`src/rtl/vector_unpack_rx_pkg.sv`:
```
// vector_pkg: shared types and widths for the vector unpack receiver.
//   state_t  : receiver FSM states (IDLE, DATA, STOP)
//   WORD_W   : serial data word width (bits per frame payload)
//   NIBBLE_W : width of each decoded operand
package vector_pkg;

  localparam int WORD_W   = 8;
  localparam int NIBBLE_W = 4;

  typedef enum logic [1:0] {
    IDLE,
    DATA,
    STOP
  } state_t;

endpackage

```
`src/rtl/vector_unpack_rx_if.sv`:
```
// vector_unpack_rx_if: serial line input plus decoded result bus of the
// vector unpack receiver.
//   rx_in, bit_en            : serial line and its sample strobe
//   a, b, a_and_b            : decoded operands and their bitwise AND
//   a_reduction_or,
//   b_reduction_or           : OR-reductions of the decoded operands
//   valid, frame_err, busy   : load pulse, bad-stop pulse, frame in progress
// master drives the serial line; slave is the receiver.
interface vector_unpack_rx_if;
  import vector_pkg::*;

  logic                rx_in;
  logic                bit_en;
  logic [NIBBLE_W-1:0] a;
  logic [NIBBLE_W-1:0] b;
  logic [NIBBLE_W-1:0] a_and_b;
  logic                a_reduction_or;
  logic                b_reduction_or;
  logic                valid;
  logic                frame_err;
  logic                busy;

  modport master (
    output rx_in, bit_en,
    input  a, b, a_and_b, a_reduction_or, b_reduction_or,
           valid, frame_err, busy
  );

  modport slave (
    input  rx_in, bit_en,
    output a, b, a_and_b, a_reduction_or, b_reduction_or,
           valid, frame_err, busy
  );

endinterface

```
`src/rtl/vector_unpack_rx_decode.sv`:
```
// vector_decode: purely combinational decode of a received word.
// The frame carries {~a, ~b}, so both nibbles are inverted back here.
//   w              : received word
//   a, b           : decoded operands (upper / lower nibble, inverted)
//   a_and_b        : bitwise AND of a and b
//   a_reduction_or : OR of the bits of a
//   b_reduction_or : OR of the bits of b
module vector_decode
  import vector_pkg::*;
(
  input  logic [WORD_W-1:0]   w,
  output logic [NIBBLE_W-1:0] a,
  output logic [NIBBLE_W-1:0] b,
  output logic [NIBBLE_W-1:0] a_and_b,
  output logic                a_reduction_or,
  output logic                b_reduction_or
);

  assign a              = ~w[WORD_W-1 -: NIBBLE_W];
  assign b              = ~w[NIBBLE_W-1:0];
  assign a_and_b        = a & b;
  assign a_reduction_or = |a;
  assign b_reduction_or = |b;

endmodule

```
`src/rtl/vector_unpack_rx.sv`:
```
// vector_unpack_rx: serial receiver for frames of 1 start bit (0),
// WORD_W data bits and 1 stop bit (1), one bit per bit_en sample.
// A good stop bit loads the decoded operands into registered outputs and
// pulses valid the cycle after; a bad stop bit pulses frame_err instead
// and leaves the outputs untouched.
//   MSB_FIRST : 1 = data bits arrive MSB first, 0 = LSB first
//   clk       : rising-edge clock
//   rst_n     : asynchronous active-low reset
//   rx_if     : slave side of vector_unpack_rx_if (line in, results out)
module vector_unpack_rx
  import vector_pkg::*;
#(
  parameter bit MSB_FIRST = 1'b1
) (
  input  logic               clk,
  input  logic               rst_n,
  vector_unpack_rx_if.slave  rx_if
);

  localparam int CNT_W = $clog2(WORD_W);

  state_t              state;
  state_t              state_next;
  logic [CNT_W-1:0]    bit_cnt;
  logic [WORD_W-1:0]   shift_w;

  logic                shift_en;
  logic                clr_cnt;
  logic                load;
  logic                bad_stop;

  logic [NIBBLE_W-1:0] dec_a;
  logic [NIBBLE_W-1:0] dec_b;
  logic [NIBBLE_W-1:0] dec_and;
  logic                dec_a_or;
  logic                dec_b_or;

  logic [NIBBLE_W-1:0] a_q;
  logic [NIBBLE_W-1:0] b_q;
  logic [NIBBLE_W-1:0] and_q;
  logic                a_or_q;
  logic                b_or_q;
  logic                valid_q;
  logic                frame_err_q;

  vector_decode u_decode (
    .w              (shift_w),
    .a              (dec_a),
    .b              (dec_b),
    .a_and_b        (dec_and),
    .a_reduction_or (dec_a_or),
    .b_reduction_or (dec_b_or)
  );

  // State register.
  always_ff @(posedge clk or negedge rst_n) begin
    if (!rst_n) begin
      state <= IDLE;
    end else begin
      state <= state_next;
    end
  end

  // Next-state and datapath controls; nothing advances without bit_en.
  always_comb begin
    state_next = state;
    shift_en   = 1'b0;
    clr_cnt    = 1'b0;
    load       = 1'b0;
    bad_stop   = 1'b0;
    case (state)
      IDLE: begin
        if (rx_if.bit_en && !rx_if.rx_in) begin
          state_next = DATA;
          clr_cnt    = 1'b1;
        end
      end
      DATA: begin
        if (rx_if.bit_en) begin
          shift_en = 1'b1;
          if (bit_cnt == CNT_W'(WORD_W - 1)) begin
            state_next = STOP;
          end
        end
      end
      STOP: begin
        if (rx_if.bit_en) begin
          state_next = IDLE;
          if (rx_if.rx_in) begin
            load = 1'b1;
          end else begin
            bad_stop = 1'b1;
          end
        end
      end
      default: begin
        state_next = IDLE;
      end
    endcase
  end

  // Bit counter and shift register. Shifting toward the MSB or LSB end
  // makes the first-received bit land at w[7] or w[0] respectively.
  always_ff @(posedge clk or negedge rst_n) begin
    if (!rst_n) begin
      bit_cnt <= '0;
      shift_w <= '0;
    end else begin
      if (clr_cnt) begin
        bit_cnt <= '0;
      end else if (shift_en) begin
        bit_cnt <= bit_cnt + 1'b1;
      end
      if (shift_en) begin
        if (MSB_FIRST) begin
          shift_w <= {shift_w[WORD_W-2:0], rx_if.rx_in};
        end else begin
          shift_w <= {rx_if.rx_in, shift_w[WORD_W-1:1]};
        end
      end
    end
  end

  // Registered results: data change only on a good stop; the pulses are
  // derived from mutually exclusive stop-bit outcomes.
  always_ff @(posedge clk or negedge rst_n) begin
    if (!rst_n) begin
      a_q         <= '0;
      b_q         <= '0;
      and_q       <= '0;
      a_or_q      <= 1'b0;
      b_or_q      <= 1'b0;
      valid_q     <= 1'b0;
      frame_err_q <= 1'b0;
    end else begin
      valid_q     <= load;
      frame_err_q <= bad_stop;
      if (load) begin
        a_q    <= dec_a;
        b_q    <= dec_b;
        and_q  <= dec_and;
        a_or_q <= dec_a_or;
        b_or_q <= dec_b_or;
      end
    end
  end

  assign rx_if.a              = a_q;
  assign rx_if.b              = b_q;
  assign rx_if.a_and_b        = and_q;
  assign rx_if.a_reduction_or = a_or_q;
  assign rx_if.b_reduction_or = b_or_q;
  assign rx_if.valid          = valid_q;
  assign rx_if.frame_err      = frame_err_q;
  assign rx_if.busy           = (state != IDLE);

endmodule

```
`src/flat_wrapper.sv`:
```
// flat-port wrapper written by rule: the top's interface ports become plain ports
module vector_unpack_rx_flat import vector_pkg::*;
#(
  parameter bit MSB_FIRST = 1'b1
)
  (clk, rst_n, rx_if_rx_in, rx_if_bit_en, rx_if_a, rx_if_b, rx_if_a_and_b, rx_if_a_reduction_or, rx_if_b_reduction_or, rx_if_valid, rx_if_frame_err, rx_if_busy);
  vector_unpack_rx_if rx_if_i ();
  input  logic clk;
  input  logic rst_n;
  input wire logic [$bits(rx_if_i.rx_in)-1:0] rx_if_rx_in;
  input wire logic [$bits(rx_if_i.bit_en)-1:0] rx_if_bit_en;
  output wire logic [$bits(rx_if_i.a)-1:0] rx_if_a;
  output wire logic [$bits(rx_if_i.b)-1:0] rx_if_b;
  output wire logic [$bits(rx_if_i.a_and_b)-1:0] rx_if_a_and_b;
  output wire logic [$bits(rx_if_i.a_reduction_or)-1:0] rx_if_a_reduction_or;
  output wire logic [$bits(rx_if_i.b_reduction_or)-1:0] rx_if_b_reduction_or;
  output wire logic [$bits(rx_if_i.valid)-1:0] rx_if_valid;
  output wire logic [$bits(rx_if_i.frame_err)-1:0] rx_if_frame_err;
  output wire logic [$bits(rx_if_i.busy)-1:0] rx_if_busy;
  assign rx_if_i.rx_in = rx_if_rx_in;
  assign rx_if_i.bit_en = rx_if_bit_en;
  assign rx_if_a = rx_if_i.a;
  assign rx_if_b = rx_if_i.b;
  assign rx_if_a_and_b = rx_if_i.a_and_b;
  assign rx_if_a_reduction_or = rx_if_i.a_reduction_or;
  assign rx_if_b_reduction_or = rx_if_i.b_reduction_or;
  assign rx_if_valid = rx_if_i.valid;
  assign rx_if_frame_err = rx_if_i.frame_err;
  assign rx_if_busy = rx_if_i.busy;
  vector_unpack_rx #(.MSB_FIRST(MSB_FIRST)) u_core (.clk(clk), .rst_n(rst_n), .rx_if(rx_if_i));
endmodule
```
`config.mk`:
```
export PLATFORM = sky130hd
export DESIGN_NAME = vector_unpack_rx_flat
export DESIGN_NICKNAME = d
export VERILOG_FILES = /design/src/rtl/vector_unpack_rx_pkg.sv /design/src/rtl/vector_unpack_rx_if.sv /design/src/rtl/vector_unpack_rx_decode.sv /design/src/rtl/vector_unpack_rx.sv /design/src/flat_wrapper.sv
export SDC_FILE = /design/constraint.sdc
export NUM_CORES = 1
export LEC_CHECK = 0
export CAP_MARGIN = 20
export CORE_ASPECT_RATIO = 1.1
export CORE_MARGIN = 8
export CORE_UTILIZATION = 54
export DETAILED_ROUTE_END_ITERATION = 10
export HOLD_SLACK_MARGIN = 0.03
export PLACE_DENSITY = 0.82
export SLEW_MARGIN = 10
export SYNTH_ARGS = -nofsm -noshare
export SYNTH_HDL_FRONTEND = slang
export SYNTH_SLANG_ARGS = --single-unit
export TNS_END_PERCENT = 50
```
`constraint.sdc`:
```
create_clock -name clk -period 2.1 [get_ports clk]
set_input_delay 0.42 -clock clk [delete_from_list [all_inputs] [get_ports clk]]
set_output_delay 0.42 -clock clk [all_outputs]
set_load 0.02 [all_outputs]
```
### Yosys cells after proc, flatten, opt, wreduce, memory -nomap -nowiden

Index checks and enable logic that the tools add are counted.

| cells by class | value |
|---|---|
| add/subtract/negate cells | 1 |
| equal/unequal tests | 7 |
| mux-type cells | 17 |
| bitwise gates (word level) | 3 |
| reduce and logical (&&, ||, !) cells | 8 |

Operator list:

| kind | count |
|---|---|
| two-way mux 1 bit | 10 |
| two-way mux 2 bit | 4 |
| NOT 4 bit | 2 |
| OR reduction 4 bit | 2 |
| two-way mux 3 bit | 2 |
| one-hot mux 2 bit (3 select lines) | 1 |
| bitwise AND 4 bit | 1 |
| inequality test 2 x 1 -> 1 bit (second input constant) | 2 |
| inequality test 2 bit (second input constant) | 2 |
| AND reduction 4 bit | 1 |
| nonzero test 2 bit | 2 |
| adder 3 x 1 -> 3 bit (second input constant) | 1 |
| equality test 3 bit (second input constant) | 1 |
| equality test 2 x 1 -> 1 bit (second input constant) | 1 |
| equality test 2 bit (second input constant) | 1 |
| logical NOT 2 bit | 1 |
| logical AND 1 bit | 1 |
| logical NOT 1 bit | 1 |

| storage, ports and cells | value |
|---|---|
| flip-flop bits (word level) | 29 |
| input port bits | 4 |
| output and inout port bits | 17 |
| logic and storage cells | 46 |

### Logic depth before layout (Yosys ltp)

Gate-level depths: netlist of run 1.

| logic depth | value |
|---|---|
| word-level depth | 5 |
| depth in mapped cells | 5 |
| depth with buffers taken out | 3 |

### Modules after synthesis

A second synthesis of run 1 with hierarchy kept.

| second synthesis, totals | value |
|---|---|
| cell total of the unflattened synthesis | 87 |
| area total of the unflattened synthesis | 1260.0 µm² |

Modules (own cells, without submodules):

| module | times used | cells an instance | area each (µm²) | sequential area each (µm²) |
|---|---|---|---|---|
| vector_unpack_rx | 1 | 73 | 1202.4 | 725.7 |
| vector_decode | 1 | 14 | 57.6 | 0.0 |

### Worst setup path before layout of run 1

No wires, ideal clock.

| timing path | value |
|---|---|
| path kind | input port to flip-flop |
| from | input port rx_if_bit_en |
| to | register u_core.shift_w[0] |
| library setup time | 0.125 ns |
| arrival time | 1.137 ns |
| data required time | 1.975 ns |
| slack | 0.838 ns |
| stages | 4 |
| path buffers | 1 |
| path through | nor2b_1 and2_4 buf_8 mux2_4 |

| on the way | value |
|---|---|
| cells in the longest elaborated chain, start to end | 2 |

Ends and longest elaborated chain:

| what | RTL line | text |
|---|---|---|
| start: declaration | flat_wrapper.sv:11 | `input wire logic [$bits(rx_if_i.bit_en)-1:0] rx_if_bit_en;` |
| two-way mux 1 bit | vector_unpack_rx.sv:79 | `if (rx_if.bit_en) begin` |
| two-way mux 1 bit | vector_unpack_rx.sv:71 | `case (state)` |
| end signal: assignment | vector_unpack_rx.sv:116 | `shift_w <= {shift_w[WORD_W-2:0], rx_if.rx_in};` |
| end signal: assignment | vector_unpack_rx.sv:118 | `shift_w <= {rx_if.rx_in, shift_w[WORD_W-1:1]};` |
| end: declaration | vector_unpack_rx.sv:25 | `logic [WORD_W-1:0] shift_w;` |

Every way passes these cells.
A chain may end at the register's enable or synchronous reset.

### Final worst setup path of run 1

| timing path | value |
|---|---|
| from | register u_core.state[0] |
| to | output port rx_if_busy |

| on the way | value |
|---|---|
| cells in the longest elaborated chain, start to end | 1 |

Ends and longest elaborated chain:

| what | RTL line | text |
|---|---|---|
| start: declaration | vector_unpack_rx.sv:22 | `state_t state;` |
| start signal: assignment | vector_unpack_rx.sv:60 | `state <= state_next;` |
| nonzero test 2 bit | vector_unpack_rx.sv:155 | `assign rx_if.busy = (state != IDLE);` |
| end: declaration | flat_wrapper.sv:19 | `output wire logic [$bits(rx_if_i.busy)-1:0] rx_if_busy;` |

Every way passes these cells.

==> results of run 1 <==
## worst reg2reg max path, delay by kind of cell, from the launching register on
family        cells  cell delay, ns
flops             1            0.43
mux               1            0.36
simple gates      2            0.42
## cell families (layout without fill, tap and decap cells)
| logic type | after synthesis | after routing | share of synthesized area |
|---|---|---|---|
| flops | 29 | 29 | 0.627 |
| compound gates | 22 | 22 | 0.126 |
| simple gates | 18 | 18 | 0.0800 |
| mux | 9 | 9 | 0.107 |
| buf+inv | 6 | 32 | 0.0378 |
| fa+ha+maj | 2 | 2 | 0.0216 |
## layout make-up
class                   count  area [um^2]
multi-input cells          51          388
inverters                   2         7.51
repair buffers             22          215
clock inverters             1         5.00
flip-flops and latches     29          726
clock buffers               7         65.1
fillers                   149          579
well taps                  28         35.0
## synthesized netlist by cell type, types with 2 or more instances
cell	n	area share
a21o_1	3	0.019
a22o_1	2	0.015
a41oi_1	2	0.015
buf_2	2	0.0086
dfrtp_1	29	0.63
ha_1	2	0.022
inv_1	2	0.0065
mux2_2	3	0.029
mux2_4	6	0.078
nand2_1	12	0.039
o21ai_0	9	0.039
o31ai_1	4	0.026
## worst max path at each step
stage                         start           endpoint  slack (ns)  cells past startpoint
floorplan              rx_if_bit_en  u_core.shift_w[0]        0.84                      4
global placement       rx_if_bit_en  u_core.shift_w[3]        0.25                      4
detailed placement     rx_if_bit_en  u_core.shift_w[3]        0.20                      4
CTS                 u_core.state[0]         rx_if_busy        0.05                      2
global route        u_core.state[0]         rx_if_busy     0.00006                      2
finish              u_core.state[0]         rx_if_busy        0.07                      2
## registers in the layout (all words and copies together), names as in the netlist
name	count
u_core.state	2
u_core.rx_if.valid	1
u_core.rx_if.b	4
u_core.rx_if.frame_err	1
u_core.rx_if.b_reduction_or	1
u_core.rx_if.a_and_b	4
u_core.bit_cnt	3
u_core.rx_if.a_reduction_or	1
u_core.shift_w	8
u_core.rx_if.a	4
## stage by stage
| step | setup slack (ns) | instance area [um^2] | power, mW | cells | hold WS, ns |
|---|---|---|---|---|---|
| after floorplan | 0.838 | 1160 | 1.17 | 86 | 0.124 |
| after global placement | 0.250 | 1370 | 1.32 | 132 | 0.460 |
| after detailed placement | 0.201 | 1370 | 1.35 | 132 | 0.469 |
| after CTS | 0.0521 | 1440 | 1.73 | 140 | 0.471 |
| after global routing | 0.0000586 | 1440 | 1.82 | 140 | 0.491 |
| final | 0.0710 | 1440 | 1.72 | 140 | 0.468 |
## layer usage
| metal | global-route usage | wire length [um] |
|---|---|---|
| met3 | 0.0611 | 132 |
| met5 | 0 | 0 |
| met4 | 0.0537 | 25 |
| met2 | 0.187 | 970 |
| met1 | 0.127 | 946 |
## power by group through the flow
stage / clock network, mW / logic [mW] / registers, mW
after floorplan: 0 / 0.287 / 0.878
after global placement: 0 / 0.454 / 0.865
after detailed placement: 0 / 0.466 / 0.879
after CTS: 0.389 / 0.471 / 0.870
after global routing: 0.419 / 0.502 / 0.894
final: 0.381 / 0.464 / 0.871
==> metrics.md, run 1 <==
| Metric | Value |
|---|---|
| Run status | completed |
| H-Tree Depth | 2 |
| Clock Power Share | 0.222 |
| All-layer global routing usage | 0.118 |
| Switching Fraction | 0.311 |
| Final core utilization | 0.713 |
| Vias | 734 |
| Pin count of the biggest net entering global routing | 30 |
| Antenna diode count | 0 |
| Slew @ Worst Pin | 0.376 ns |
| Post-CTS Setup Inserts | 0 |
| Synthesized area | 0.00116 mm^2 |
| Antenna viol nets, final | 0 |
| Worst EP arrival | about 1.6 ns |
| FMAX | 0.493 GHz |
| Grt ovf | 0 |
| CTS tree | built |
| Commonest non-fill, non-tap cells in the layout | dfrtp_1 (29), clkdlybuf4s50_1 (20), nand2_1 (12) |
| EDFF count, synth | 0 |
| CTS Buf Count | 5 |
| WP buf/inv | 1 |
| Power per cell area | 1190 mW/mm^2 |
| Bufs on Longest Clock Path | 2 |
| Reg-to-reg slack, setup | roughly 0.79 ns |
| Fin nets | 117 |
| Max Cap Viol | 0 |
| Most common library cell in the layout ignoring fill and taps | dfrtp_1 |
| Seq pwr share | 0.508 |
| Comb pwr share | 0.270 |
| Die height | around 65 um |
| Pleak | 0.683 nW |
| First-pass GRT wire length | 3.44 mm |
| Synthesized net count | slightly above 90 |
| Yosys reg bits | 29 |
| Initial antenna violation count | 0 |
| Period utilization | 0.966 |
| Unrepaired setup endpoints after global routing | no |
| Mean Syn Cell Area | 13.5 um^2 |
| Synth async-reset ratio | 1.00 |
| DRC errors left | 0 |
| Pint | around 1.2 mW |
| Slew Limit Fails | 0 |
| CP max FO | 8 |
| Setup_tns | 0 ns |
| Share of layout cells above drive strength 1 | 0.188 |
| Reg2reg end | u_core.shift_w[3] |
| Syn Inst Count | 86 |
| Core region area | 0.00202 mm^2 |
| Die area | just under 0.004 mm^2 |
| Critical path cell sequence | or2_2 -> clkdlybuf4s50_1 |
| Skew final | 0.00644 ns |
| Yosys cell types | 22 |
| Routed vias/inst | about 5.2 |
| Critical path capture point type | primary output |
| Area Overhead vs Synth | 24.5% |
| DRT Pass-1 Iters | 2 |
| Cts repair resizes | 0 |
| Worst vdd ir | 0.637 mV |
| Yosys warns | 0 |
| Hold_buf cts | 0 |
| CP max stage cell | clkdlybuf4s50_1 |
| Final worst path period need | 2.03 ns |
| Cell Rows | 17 |
| RePlAce Congestion | roughly 0.72 |
| WL/cell | about 15 um |
| Fin. Hold Viols | 0 |
| Vias in the first global route | 722 |
| Initial DRC count | 8 |
| RR Startpoint | u_core.state[1] |
| Main synth FF type | dfrtp_1 |
| Class of the most critical setup path | reg2out |
| Clock Latency Late Sink | 0.32 ns |
| P_sw | 533 uW |
| Crit-path max cell delay | 0.54 ns |
| Clock-pin slew on the worst setup and hold paths | 0.09 ns |
| Crit path max-delay family | buffers and inverters |
| Initial Utilization | 0.573 |
| IO Pins | 21 |
| Data required, critical path | 1.68 ns |
| Clk sink count | 29 |
| Sequential share of the synthesized area | 0.627 |
| Slew headroom | 0.747 |
| DRT Wirelength | roughly 2.1 mm |
| Worst R2R Path Depth | 3 |
| PortBufs | 20 |
| Final setup fails | 0 |
| Startpoint Class | flip-flop |
| CTS Root Cell | clkbuf_4 |
| Tightest Hold Check Type | in2async |
| Die X | roughly 60 um |
Note: power is estimated with default switching activity, not from simulation.
==> run 2, diff against run 1 <==
CORE_MARGIN = 5   (was 8)
CTS_CLUSTER_DIAMETER = 50   (was not set)
==> run 2 against run 1 <==
  * Global-route usage grew 4.9 points
  * Design area shrank 0.87%
  * Highest routed layer unchanged
  * Worst setup slack improved by 0.31 ns
  * Clock power down 12%
  * Core utilization is 0.62 points lower
==> metrics.md, run 2 (synthesis gave the netlist of run 1 again) <==
| Metric | Value |
|---|---|
| Largest register by flop count | u_core.shift_w |
| Slew headroom | 0.720 (-0.0271) |
| Comb pwr share | 0.280 (+0.010) |
| Critical path cell sequence | clkdlybuf4s50_1 |
| Clock-pin slew on the worst setup and hold paths | 0.09 ns (about the same) |
| Crit-path max cell delay | 0.62 ns (+0.08 ns) |
| Crit path max-delay family | buffers and inverters |
| CTS tree | built |
| CP max FO | 2 (-6) |
| Pint | 1.15 mW (-3.2%) |
| Area Overhead vs Synth | 23.5% |
| WHS | 0.459 ns (-0.00939 ns) |
| Core region area | 0.00202 mm^2 (unchanged) |
| Initial DRC count | 16 (+8) |
| Reg-to-reg slack, setup | 0.74 ns (-0.05 ns) |
| GR Util met3 | 0.0582 (-0.00292) |
| CTS Buf Count | 5 (unchanged) |
| GR Util met2 | 0.244 (+0.0573) |
| M1 GR Usage | 0.180 (+0.0531) |
| Antenna viol nets, final | 0 (unchanged) |
| Switching Fraction | 0.312 (+0.00138) |
| Fillcell total | 155 (+4.0%) |
| Share of layout cells above drive strength 1 | 0.171 (-0.0163) |
| Vias | 742 (+1.1%) |
| Unrepaired setup endpoints after global routing | no |
| Most Crowded Layer GR | met2 |
| Worst vdd ir | 0.735 mV (+15%) |
| Die X | 54.1 um (-10%) |
| Seq pwr share | 0.520 (+0.012) |
| Setup_tns | 0 ns (unchanged) |
| All-layer global routing usage | 0.168 (+0.0494) |
| Tot Pwr | 1.66 mW (-3.0%) |
| Commonest non-fill, non-tap cells in the layout | dfrtp_1 (29), clkdlybuf4s50_1 (19), nand2_1 (12) |
| Clk sink count | 29 (unchanged) |
| Final setup fails | 0 (unchanged) |
| Post-CTS Setup Inserts | 0 (unchanged) |
| CP max stage cell | clkdlybuf4s50_1 |
| Routed vias/inst | 5.34 (+1.8%) |
| Initial Utilization | 0.573 (unchanged) |
| Bufs on Longest Clock Path | 2 (unchanged) |
| Max Cap Viol | 0 (unchanged) |
| Critical path capture point type | primary output |
| DRT Pass-1 Iters | 5 (+3) |
| Antenna diode count | 0 (unchanged) |
| Startpoint Class | flip-flop |
| Fin nets | 117 (unchanged) |
| RePlAce Congestion | 0.706 (-1.8%) |
| Period utilization | 0.821 (-0.146) |
| Pin count of the biggest net entering global routing | 30 (unchanged) |
| WP buf/inv | 1 (unchanged) |
| H-Tree Depth | 2 (unchanged) |
| Slew Limit Fails | 0 (unchanged) |
| Run status | completed |
| Hold_buf cts | 0 (unchanged) |
| Clock Latency Late Sink | 0.33 ns (about the same) |
| Final worst path period need | 1.72 ns (-0.306 ns) |
| Data required, critical path | 1.68 ns (about the same) |
| Die height | 58.6 um (-9.3%) |
| DRC errors left | 0 (unchanged) |
| Design area | 0.00143 mm^2 (-0.87%) |
| Clock Power Share | 0.201 (-0.021) |
| CTS Root Cell | clkbuf_4 |
| Vias in the first global route | 761 (+5.4%) |
| Class of the most critical setup path | reg2out |
| Worst EP arrival | 1.30 ns (-0.31 ns) |
| Final core utilization | 0.707 (-0.00619) |
| P_sw | 519 uW (-2.5%) |
| IO Pins | 21 (unchanged) |
| Most common library cell in the layout ignoring fill and taps | dfrtp_1 |
| WL/cell | 14.8 um (+0.23%) |
| FMAX | 0.580 GHz (+18%) |
| Tightest Hold Check Type | in2async |
| Grt ovf | 0 (unchanged) |
| First-pass GRT wire length | 3.57 mm (+3.8%) |
| Pleak | 0.675 nW (-1.1%) |
| DRT Wirelength | 2.06 mm (-0.48%) |
| Max reg flops | 8 (unchanged) |
| Power per cell area | 1160 mW/mm^2 (-2.1%) |
| Initial antenna violation count | 0 (unchanged) |
| PortBufs | 20 (unchanged) |
| Fin. Hold Viols | 0 (unchanged) |
| Skew final | 0.00899 ns (+0.00256 ns) |
| Cell Rows | 17 (unchanged) |
| Die area | 0.00317 mm^2 (-18%) |
| Slew @ Worst Pin | 0.416 ns (+0.0402 ns) |
| Cts repair resizes | 0 (unchanged) |
| Placed instance area | 0.00137 mm^2 (unchanged) |
==> run 2: changes by cell type in the layout (fill, tap and decap cells not counted), sizes merged <==
| cell | previous run | this run |
|---|---|---|
| clkdlybuf4s50 | 20 | 19 |
| clkinv | 1 | 0 |
| dlymetal6s2s | 0 | 1 |
==> run 2: layer usage <==
metal	up-vias	wire [um]
li1	356	-
met1	351	866
met2	24	955
met3	11	113
met4	0	129
met5	-	0
==> run 2: worst register-to-register path: stages (launching register included) <==
cell	delay [ns]
dfrtp_1	0.43
nor2b_1	0.18
and2_4	0.28
mux2_2	0.37
==> run 2: final cells by class <==
type                    count  area (um^2)  share of cell area
well taps                  28         35.0              0.0245
flip-flops and latches     29          726               0.508
repair buffers             22          218               0.152
clock buffers               7         55.1              0.0385
inverters                   2         7.51             0.00525
multi-input cells          51          388               0.271
==> run 2: worst paths after layout <==
check | startpoint | to | cells after the start
max in group asynchronous | rst_n | u_core.shift_w[0] | 2
worst min-delay path | rst_n | u_core.rx_if.a[0] | 2
worst max register to register | u_core.state[1] | u_core.shift_w[2] | 3
worst max-delay path | u_core.rx_if.a_and_b[2] | rx_if_a_and_b[2] | 1
min in group clk | u_core.rx_if.b[1] | u_core.rx_if.b[1] | 2
worst min register to register | u_core.rx_if.b[1] | u_core.rx_if.b[1] | 2
==> run 2: per-stage QoR <==
step                      worst slack [ns]  std cells
after CTS                           0.0418        139
after global routing                 0.314        139
after detailed placement             0.145        132
final                                0.377        139
after floorplan                      0.838         86
after global placement               0.250        132
==> run 2: power by group through the flow <==
| stage | clock network [mW] | logic (mW) | registers, mW |
|---|---|---|---|
| after floorplan | 0 | 0.287 | 0.878 |
| after global placement | 0 | 0.452 | 0.865 |
| after detailed placement | 0 | 0.474 | 0.878 |
| after CTS | 0.345 | 0.477 | 0.866 |
| after global routing | 0.381 | 0.509 | 0.892 |
| final | 0.334 | 0.465 | 0.865 |
